--- src/rtl/reset_combine_pkg.sv ---
// rtl/reset_combine_pkg.sv - FSM state codes, clog2 and parameter legality for reset_combine_seq
package reset_combine_pkg;

    typedef logic [1:0] state_t;

    localparam state_t ST_SYNC    = 2'd0;
    localparam state_t ST_STRETCH = 2'd1;
    localparam state_t ST_SEQ     = 2'd2;
    localparam state_t ST_RUN     = 2'd3;

    // Never returns less than 1 so that every derived vector has at least one bit.
    function automatic int clog2(input int value);
        int width;
        width = 1;
        while ((1 << width) < value) begin
            width++;
        end
        return width;
    endfunction

    function automatic bit params_legal(input int num_src, input int sync_stages,
                                        input int stretch, input int num_out,
                                        input int out_gap);
        return (num_src >= 1) && (sync_stages >= 2) && (stretch >= 0) &&
               (num_out >= 1) && (out_gap >= 1);
    endfunction

endpackage

--- src/rtl/reset_sync_chain.sv ---
// rtl/reset_sync_chain.sv - async-assert / sync-release flop chain with D tied high
module reset_sync_chain #(
    parameter int STAGES = 2
) (
    input  logic clk,
    input  logic clr_n,
    output logic sync,
    output logic sync_early
);

    logic [STAGES-1:0] chain_q;

    always_ff @(posedge clk or negedge clr_n) begin
        if (!clr_n) begin
            chain_q <= '0;
        end else begin
            chain_q <= {chain_q[STAGES-2:0], 1'b1};
        end
    end

    // sync_early leads sync by one edge so a consumer can act on the edge sync rises.
    assign sync       = chain_q[STAGES-1];
    assign sync_early = chain_q[STAGES-2];

endmodule

--- src/rtl/reset_combine_seq.sv ---
// rtl/reset_combine_seq.sv - reset combiner and ordered release sequencer; optional RESET_COMBINE_CAUSE_EN
module reset_combine_seq
    import reset_combine_pkg::*;
#(
    parameter int                 NUM_SRC     = 2,
    parameter logic [NUM_SRC-1:0] SRC_MASK    = '1,
    parameter int                 SYNC_STAGES = 2,
    parameter int                 STRETCH     = 4,
    parameter int                 NUM_OUT     = 1,
    parameter int                 OUT_GAP     = 1
) (
    input  logic               CLK,
    input  logic               RST_N,
    input  logic [NUM_SRC-1:0] RST_IN,
    output logic [NUM_OUT-1:0] RST_OUT,
    output logic               IN_RESET,
    output logic [NUM_SRC-1:0] CAUSE,
    input  logic               CAUSE_CLR
);

    localparam int CNT_MAX = (STRETCH > OUT_GAP) ? STRETCH : OUT_GAP;
    localparam int CNT_W   = clog2(CNT_MAX + 1);
    localparam int STG_W   = clog2(NUM_OUT + 1);

    localparam logic [CNT_W-1:0] STRETCH_LOAD = CNT_W'((STRETCH > 0) ? STRETCH - 1 : 0);
    localparam logic [CNT_W-1:0] GAP_LOAD     = CNT_W'(OUT_GAP - 1);
    localparam logic [STG_W-1:0] LAST_STAGE   = STG_W'(NUM_OUT - 1);

    generate
        if (!params_legal(NUM_SRC, SYNC_STAGES, STRETCH, NUM_OUT, OUT_GAP)) begin : g_param_error
            $error("reset_combine_seq: illegal parameter set");
        end
    endgenerate

    logic               comb_n;
    logic               sync;
    logic               sync_early;
    logic               sync_rise;
    state_t             state_q;
    state_t             state_d;
    logic [CNT_W-1:0]   cnt_q;
    logic [CNT_W-1:0]   cnt_d;
    logic [STG_W-1:0]   stage_q;
    logic [NUM_OUT-1:0] rel_q;
    logic               do_release;

    // AND-only combination: a masked source can never pull the internal reset low.
    assign comb_n = RST_N & (&(RST_IN | ~SRC_MASK));

    reset_sync_chain #(
        .STAGES(SYNC_STAGES)
    ) u_sync (
        .clk       (CLK),
        .clr_n     (comb_n),
        .sync      (sync),
        .sync_early(sync_early)
    );

    assign sync_rise = sync_early & ~sync;

    always_comb begin
        state_d    = state_q;
        cnt_d      = cnt_q;
        do_release = 1'b0;
        case (state_q)
            ST_SYNC: begin
                if (sync_rise) begin
                    if (STRETCH > 0) begin
                        state_d = ST_STRETCH;
                        cnt_d   = STRETCH_LOAD;
                    end else begin
                        do_release = 1'b1;
                    end
                end
            end
            ST_STRETCH, ST_SEQ: begin
                if (cnt_q == '0) begin
                    do_release = 1'b1;
                end else begin
                    cnt_d = cnt_q - 1'b1;
                end
            end
            ST_RUN: begin
                state_d = ST_RUN;
            end
            default: begin
                state_d = ST_SYNC;
            end
        endcase
        if (do_release) begin
            cnt_d   = GAP_LOAD;
            state_d = (stage_q == LAST_STAGE) ? ST_RUN : ST_SEQ;
        end
    end

    // Outputs are a registered thermometer so each release edge flips exactly one bit.
    always_ff @(posedge CLK or negedge comb_n) begin
        if (!comb_n) begin
            state_q <= ST_SYNC;
            cnt_q   <= '0;
            stage_q <= '0;
            rel_q   <= '0;
        end else begin
            state_q <= state_d;
            cnt_q   <= cnt_d;
            if (do_release) begin
                stage_q <= stage_q + 1'b1;
                rel_q   <= (rel_q << 1) | NUM_OUT'(1);
            end
        end
    end

    assign RST_OUT  = rel_q;
    assign IN_RESET = ~(&rel_q);

`ifdef RESET_COMBINE_CAUSE_EN
    logic [NUM_SRC-1:0] src_meta_q;
    logic [NUM_SRC-1:0] src_sync_q;
    logic [NUM_SRC-1:0] cause_q;

    // Cleared only by the block reset so flags survive resets requested through RST_IN.
    always_ff @(posedge CLK or negedge RST_N) begin
        if (!RST_N) begin
            src_meta_q <= '1;
            src_sync_q <= '1;
            cause_q    <= '0;
        end else begin
            src_meta_q <= RST_IN | ~SRC_MASK;
            src_sync_q <= src_meta_q;
            cause_q    <= (~src_sync_q & SRC_MASK) | (cause_q & {NUM_SRC{~CAUSE_CLR}});
        end
    end

    assign CAUSE = cause_q;
`else
    logic unused_cause_clr;
    assign unused_cause_clr = CAUSE_CLR;
    assign CAUSE            = '0;
`endif

endmodule

--- config.mk ---
export PLATFORM = sky130hd
export DESIGN_NAME = reset_combine_seq
export DESIGN_NICKNAME = d
export VERILOG_FILES = /design/src/rtl/reset_combine_pkg.sv /design/src/rtl/reset_sync_chain.sv /design/src/rtl/reset_combine_seq.sv
export SDC_FILE = /design/constraint.sdc
export NUM_CORES = 1
export LEC_CHECK = 0
export ABC_AREA = 1
export CAP_MARGIN = 20
export CORE_AREA = 2 2 39 41
export CTS_BUF_LIST = sky130_fd_sc_hd__clkbuf_8
export CTS_CLUSTER_DIAMETER = 30
export DETAILED_ROUTE_END_ITERATION = 8
export DIE_AREA = 0 0 41 43
export GPL_TIMING_DRIVEN = 0
export MAX_ROUTING_LAYER = met4
export PLACE_DENSITY_LB_ADDON = 0.15
export SETUP_SLACK_MARGIN = 0.05
export SLEW_MARGIN = 30
export SYNTH_ARGS = -nofsm -noshare
export SYNTH_HDL_FRONTEND = slang
export SYNTH_SLANG_ARGS = --single-unit
--- constraint.sdc ---
create_clock -name CLK -period 4 [get_ports CLK]
set_input_delay 0.8 -clock CLK [delete_from_list [all_inputs] [get_ports CLK]]
set_output_delay 0.8 -clock CLK [all_outputs]
set_load 0.005 [all_outputs]
**Yosys cells after proc, flatten, opt, wreduce, memory -nomap -nowiden**

Index checks and enable logic that the tools add are counted.

- $add $sub $neg: 2
- Equality and inequality tests: 5
- Muxes and demuxes: 10
- Bitwise operators: 4
- Reductions and logical operators: 8

Operators by type and width:

| kind | count |
|---|---|
| $mux 3 | 3 |
| $ne 3x3->1 const B | 2 |
| $pmux 3 s2 | 1 |
| $reduce_bool 3->1 | 2 |
| $eq 2x2->1 const B | 2 |
| $mux 2 | 2 |
| $pmux 2 s2 | 1 |
| $reduce_and 2->1 | 2 |
| $logic_not 3->1 | 1 |
| $mux 1 | 3 |
| $reduce_and 3->1 | 1 |
| $sub 3x1->3 const B | 1 |
| $and 1x1->1 | 2 |
| $eq 2x1->1 const B | 1 |
| $logic_not 2->1 | 1 |
| $not 1->1 | 2 |
| $reduce_or 2->1 | 1 |
| $add 1x1->1 const B | 1 |

- Flip-flop bits (word level): 9
- Word-level logic and storage cells: 34

**Longest topological paths before layout**

- Depth after elaboration: 5
- Mapped depth: 8
- Gate-level depth less buffers: 8

**Hierarchy**

Synthesis repeated with hierarchy kept, for this count alone.

- Cells, all modules: 55
- Area, all modules: 488.0 µm²

Modules (own cells, without submodules):

| module | instances | cells each | area each (µm²) |
|---|---|---|---|
| reset_combine_seq | 1 | 52 | 434.2 |
| reset_sync_chain | 1 | 3 | 53.8 |

**Worst setup path before layout**

OpenSTA, ideal clock, no wires.

- Path type: flip-flop to flip-flop
- Start: register cnt_q[0]
- End: register state_q[1]
- Library setup time: 0.119 ns
- Arrival: 1.140 ns
- Required time: 3.881 ns
- Setup slack: 2.741 ns
- Stages on the path, launching flop included: 8
- Buffers on the path: 0
- Period minus slack after synthesis: 1.259 ns
- Cells stage by stage: dfrtp_1 > inv_1 > ha_1 > ha_1 > nand2_2 > nand3_4 > o21ai_1 > nand2_1

- Word-level cells in the longest chain between the ends: 5

RTL lines:

| element | line | source |
|---|---|---|
| from (decl) | reset_combine_seq.sv:41 | `logic [CNT_W-1:0] cnt_q;` |
| from (signal assigned) | reset_combine_seq.sv:105 | `cnt_q <= cnt_d;` |
| $logic_not 3->1 * | reset_combine_seq.sv:77 | `if (cnt_q == '0) begin` |
| $mux 1 * | reset_combine_seq.sv:77 |  |
| $mux 1 * | n/a |  |
| $ne 3x3->1 (no source line) or $reduce_bool 3->1 (tied branches) | n/a |  |
| $reduce_and 2->1 (no source line) | n/a |  |
| to (signal assigned) | reset_combine_seq.sv:104 | `state_q <= state_d;` |
| to (decl) | reset_combine_seq.sv:39 | `state_t state_q;` |

Mark *: on every way between the ends. The rest lies on a longest branch, timed or not.
A chain may end at the register's enable or synchronous reset.

**Final worst setup path**

- Start: register rel_q, in the netlist RST_OUT
- End: output IN_RESET

- Word-level cells in the longest chain between the ends: 1

RTL lines:

| element | line | source |
|---|---|---|
| from (decl) | reset_combine_seq.sv:44 | `logic [NUM_OUT-1:0] rel_q;` |
| from (signal assigned) | reset_combine_seq.sv:108 | `rel_q <= (rel_q << 1) \| NUM_OUT'(1);` |
| $not 1->1 | reset_combine_seq.sv:114 | `assign IN_RESET = ~(&rel_q);` |
| to (decl) | reset_combine_seq.sv:16 | `output logic IN_RESET,` |

No other way between the ends.

==> flow_summary.ini <==
[yosys]
seq_area_frac_synth_pct = 46.6
ys_warn_count = 0
synth_cell_types = 15
ys_seq_elements = 9
syn_avg_cell_area_um2 = 8.78
netlist_area_um2 = 483
synthCells = 55
synth.area.top_cells = dfrtp_1, ha_1, nand2_1
synth_top_area_share_pct = 46.6
synth_largest_area_cell = dfrtp_1

[worst_hold_path]
hold_class = flip-flop to flip-flop

[setup_path]
cp-end-kind = primary output
critPathMaxFanout = 2
worstPathRequired_ns = 3.20
crit_type = flip-flop to primary output
cp-start-kind = flip-flop
cp.arrival_ns = 1.17

[finish]
fill_cells = 139
multi_input_area_um2 = 209
antenna_cells = 0
postLayoutCoreUtil_pct = 43.5
drive_gt1_share_pct = 13.8
area_growth_pct = 24.6
seq_area_um2 = 225
mostFrequentLayoutCell = nand2_1
most-common-layout-cells = nand2_1, inv_1, dfrtp_1
nets = 75

[cts]
path_clk_slew_ns = 0.04
cts_num_sinks = 9
cts_setup_buffers = 0
htreeDepth = 1
clk_latency_ns = 0.23
cts_tree = yes
cts-root-buf = clkbuf_8
cts_buffer_depth = 2
cts_inserted_buffers = 3
postCtsHoldBufs = 0
cts.repair.resized = 0

[detailed_routing]
vias_per_cell = 4.23
drtAntennaViolNets = 0
drt-wirelength-per-cell_um = 9.32
vias = 343
first_pass_iters = 2
drt-initial-drc-count = 4
wirelength_um = 755
drc_errors = 0

[sta]
slew_viol_final = 0
worst_slack_ns = 2.03
min_period_ns = 1.97
setup_violations = 0
tns_ns = 0
max_clock_freq_mhz = 507
rsz0062_at_grt = false
fin_crit_sh_pct = 49.3
finalClockSkew_ns = 0.000417
hold_violations = 0

[floorplanning]
fp.dieW_um = 41
io_pins = 9
core_mm2 = 0.00138
dieArea_mm2 = 0.00176
initial_core_util_pct = 34.9
row_count = 14
fp.dieH_um = 43

[placed_design]
portBuffers = 5
place_congestion = 0.711
dp_slack_ns = 2.28
dp_hpwl_um = 580

[power_and_ir_drop]
power_leakage_nw = 0.341
ir_worst_vdd_v = 0.000351
p_per_area_mw_per_mm2 = 797

[global_routing]
grt_pass1_wl_um = 1390
track_usage_pct = 12.6
grt-ovfl-total = 0
antenna_found_initial = 0
grt_pass1_vias = 338
grt_max_degree = 10

[run]
drv_cap = 0

[outcome]
status = finished, final reports clean
==> stage by stage <==
stage / area, um^2 / hold slack [ns] / instances / total power, mW
2_1_floorplan: 487 / 0.354 / 56 / 0.326
3_3_place_gp: 557 / 0.362 / 77 / 0.376
3_5_place_dp: 557 / 0.364 / 77 / 0.378
4_1_cts: 602 / 0.374 / 81 / 0.488
5_1_grt: 602 / 0.392 / 81 / 0.526
6_report: 602 / 0.370 / 81 / 0.480
==> synthesized netlist by cell type <==
cell type / n
and3_1: 1
buf_4: 2
nand2_1: 13
ha_1: 4
nor3_1: 1
nand2_2: 3
conb_1: 2
nand3_4: 1
xnor2_1: 1
o21ai_0: 2
nand3_1: 4
dfrtp_1: 9
nand3b_1: 1
o21ai_1: 1
inv_1: 10
==> worst paths after layout <==
kind                              startpoint                 to  slack [ns]  cells after the start
hold reg to reg            u_sync.chain_q[0]  u_sync.chain_q[1]        0.37                      0
hold / removal             u_sync.chain_q[0]  u_sync.chain_q[1]        0.37                      0
setup / recovery                     RST_OUT           IN_RESET        2.03                      2
min in group asynchronous          RST_IN[1]         state_q[0]        1.01                      2
setup reg to reg                    cnt_q[0]           cnt_q[0]        2.62                      8
max in group asynchronous          RST_IN[0]           cnt_q[1]        2.69                      2
==> power by group <==
| group | total, mW | switching [mW] | leakage [nW] | internal [mW] |
|---|---|---|---|---|
| clock network | 0.102 | 0.0354 | 0.0269 | 0.0668 |
| registers | 0.148 | 0.0200 | 0.112 | 0.128 |
| logic | 0.230 | 0.129 | 0.202 | 0.100 |
==> logic make-up (layout without fill, tap and decap cells) <==
logic type               count (synthesis)  after routing  synth area share [%]
AND/OR/NAND/NOR                         24             24                  25.6
buffers and inverters                   12             21                  10.9
flip-flops                               9              9                  46.6
adder cells (fa/ha/maj)                  4              4                  10.4
AO/OA/AOI/OAI                            3              3                  3.11
other                                    2              3                  1.55
XOR/XNOR                                 1              1                  1.81
==> metal layers <==
| layer | routed length (um) | track usage (%) | vias to the layer above | share of wire, % |
|---|---|---|---|---|
| met1 | 372 | 17.2 | 148 | 49 |
| met3 | 23 | 3.14 | 5 | 3.0 |
| li1 | - | - | 184 | - |
| met2 | 329 | 14.4 | 6 | 44 |
| met5 | 0 | - | - | 0 |
| met4 | 31 | 12.0 | 0 | 4.1 |
==> state kept, by name, summed over array words and instances, names as in the netlist <==
signal / flops
u_sync.chain_q: 2
state_q: 2
stage_q: 1
cnt_q: 3
RST_OUT: 1
==> layout make-up <==
type                            instances  area share [%]
Sequential cell                         9            37.4
Clock buffer                            3            6.86
Inverter                               10            6.24
Buffer                                  2            2.49
Multi-Input combinational cell         35            34.7
Clock inverter                          1           0.624
Timing Repair Buffer                    5            8.32
Tap cell                               16            3.33
==> worst max-delay path, cell delays in order (launching register included) <==
cell and delay, ns:
dfrtp_1 0.38, inv_1 0.07, clkdlybuf4s50_1 0.49
(Power assumes the default switching activity.)
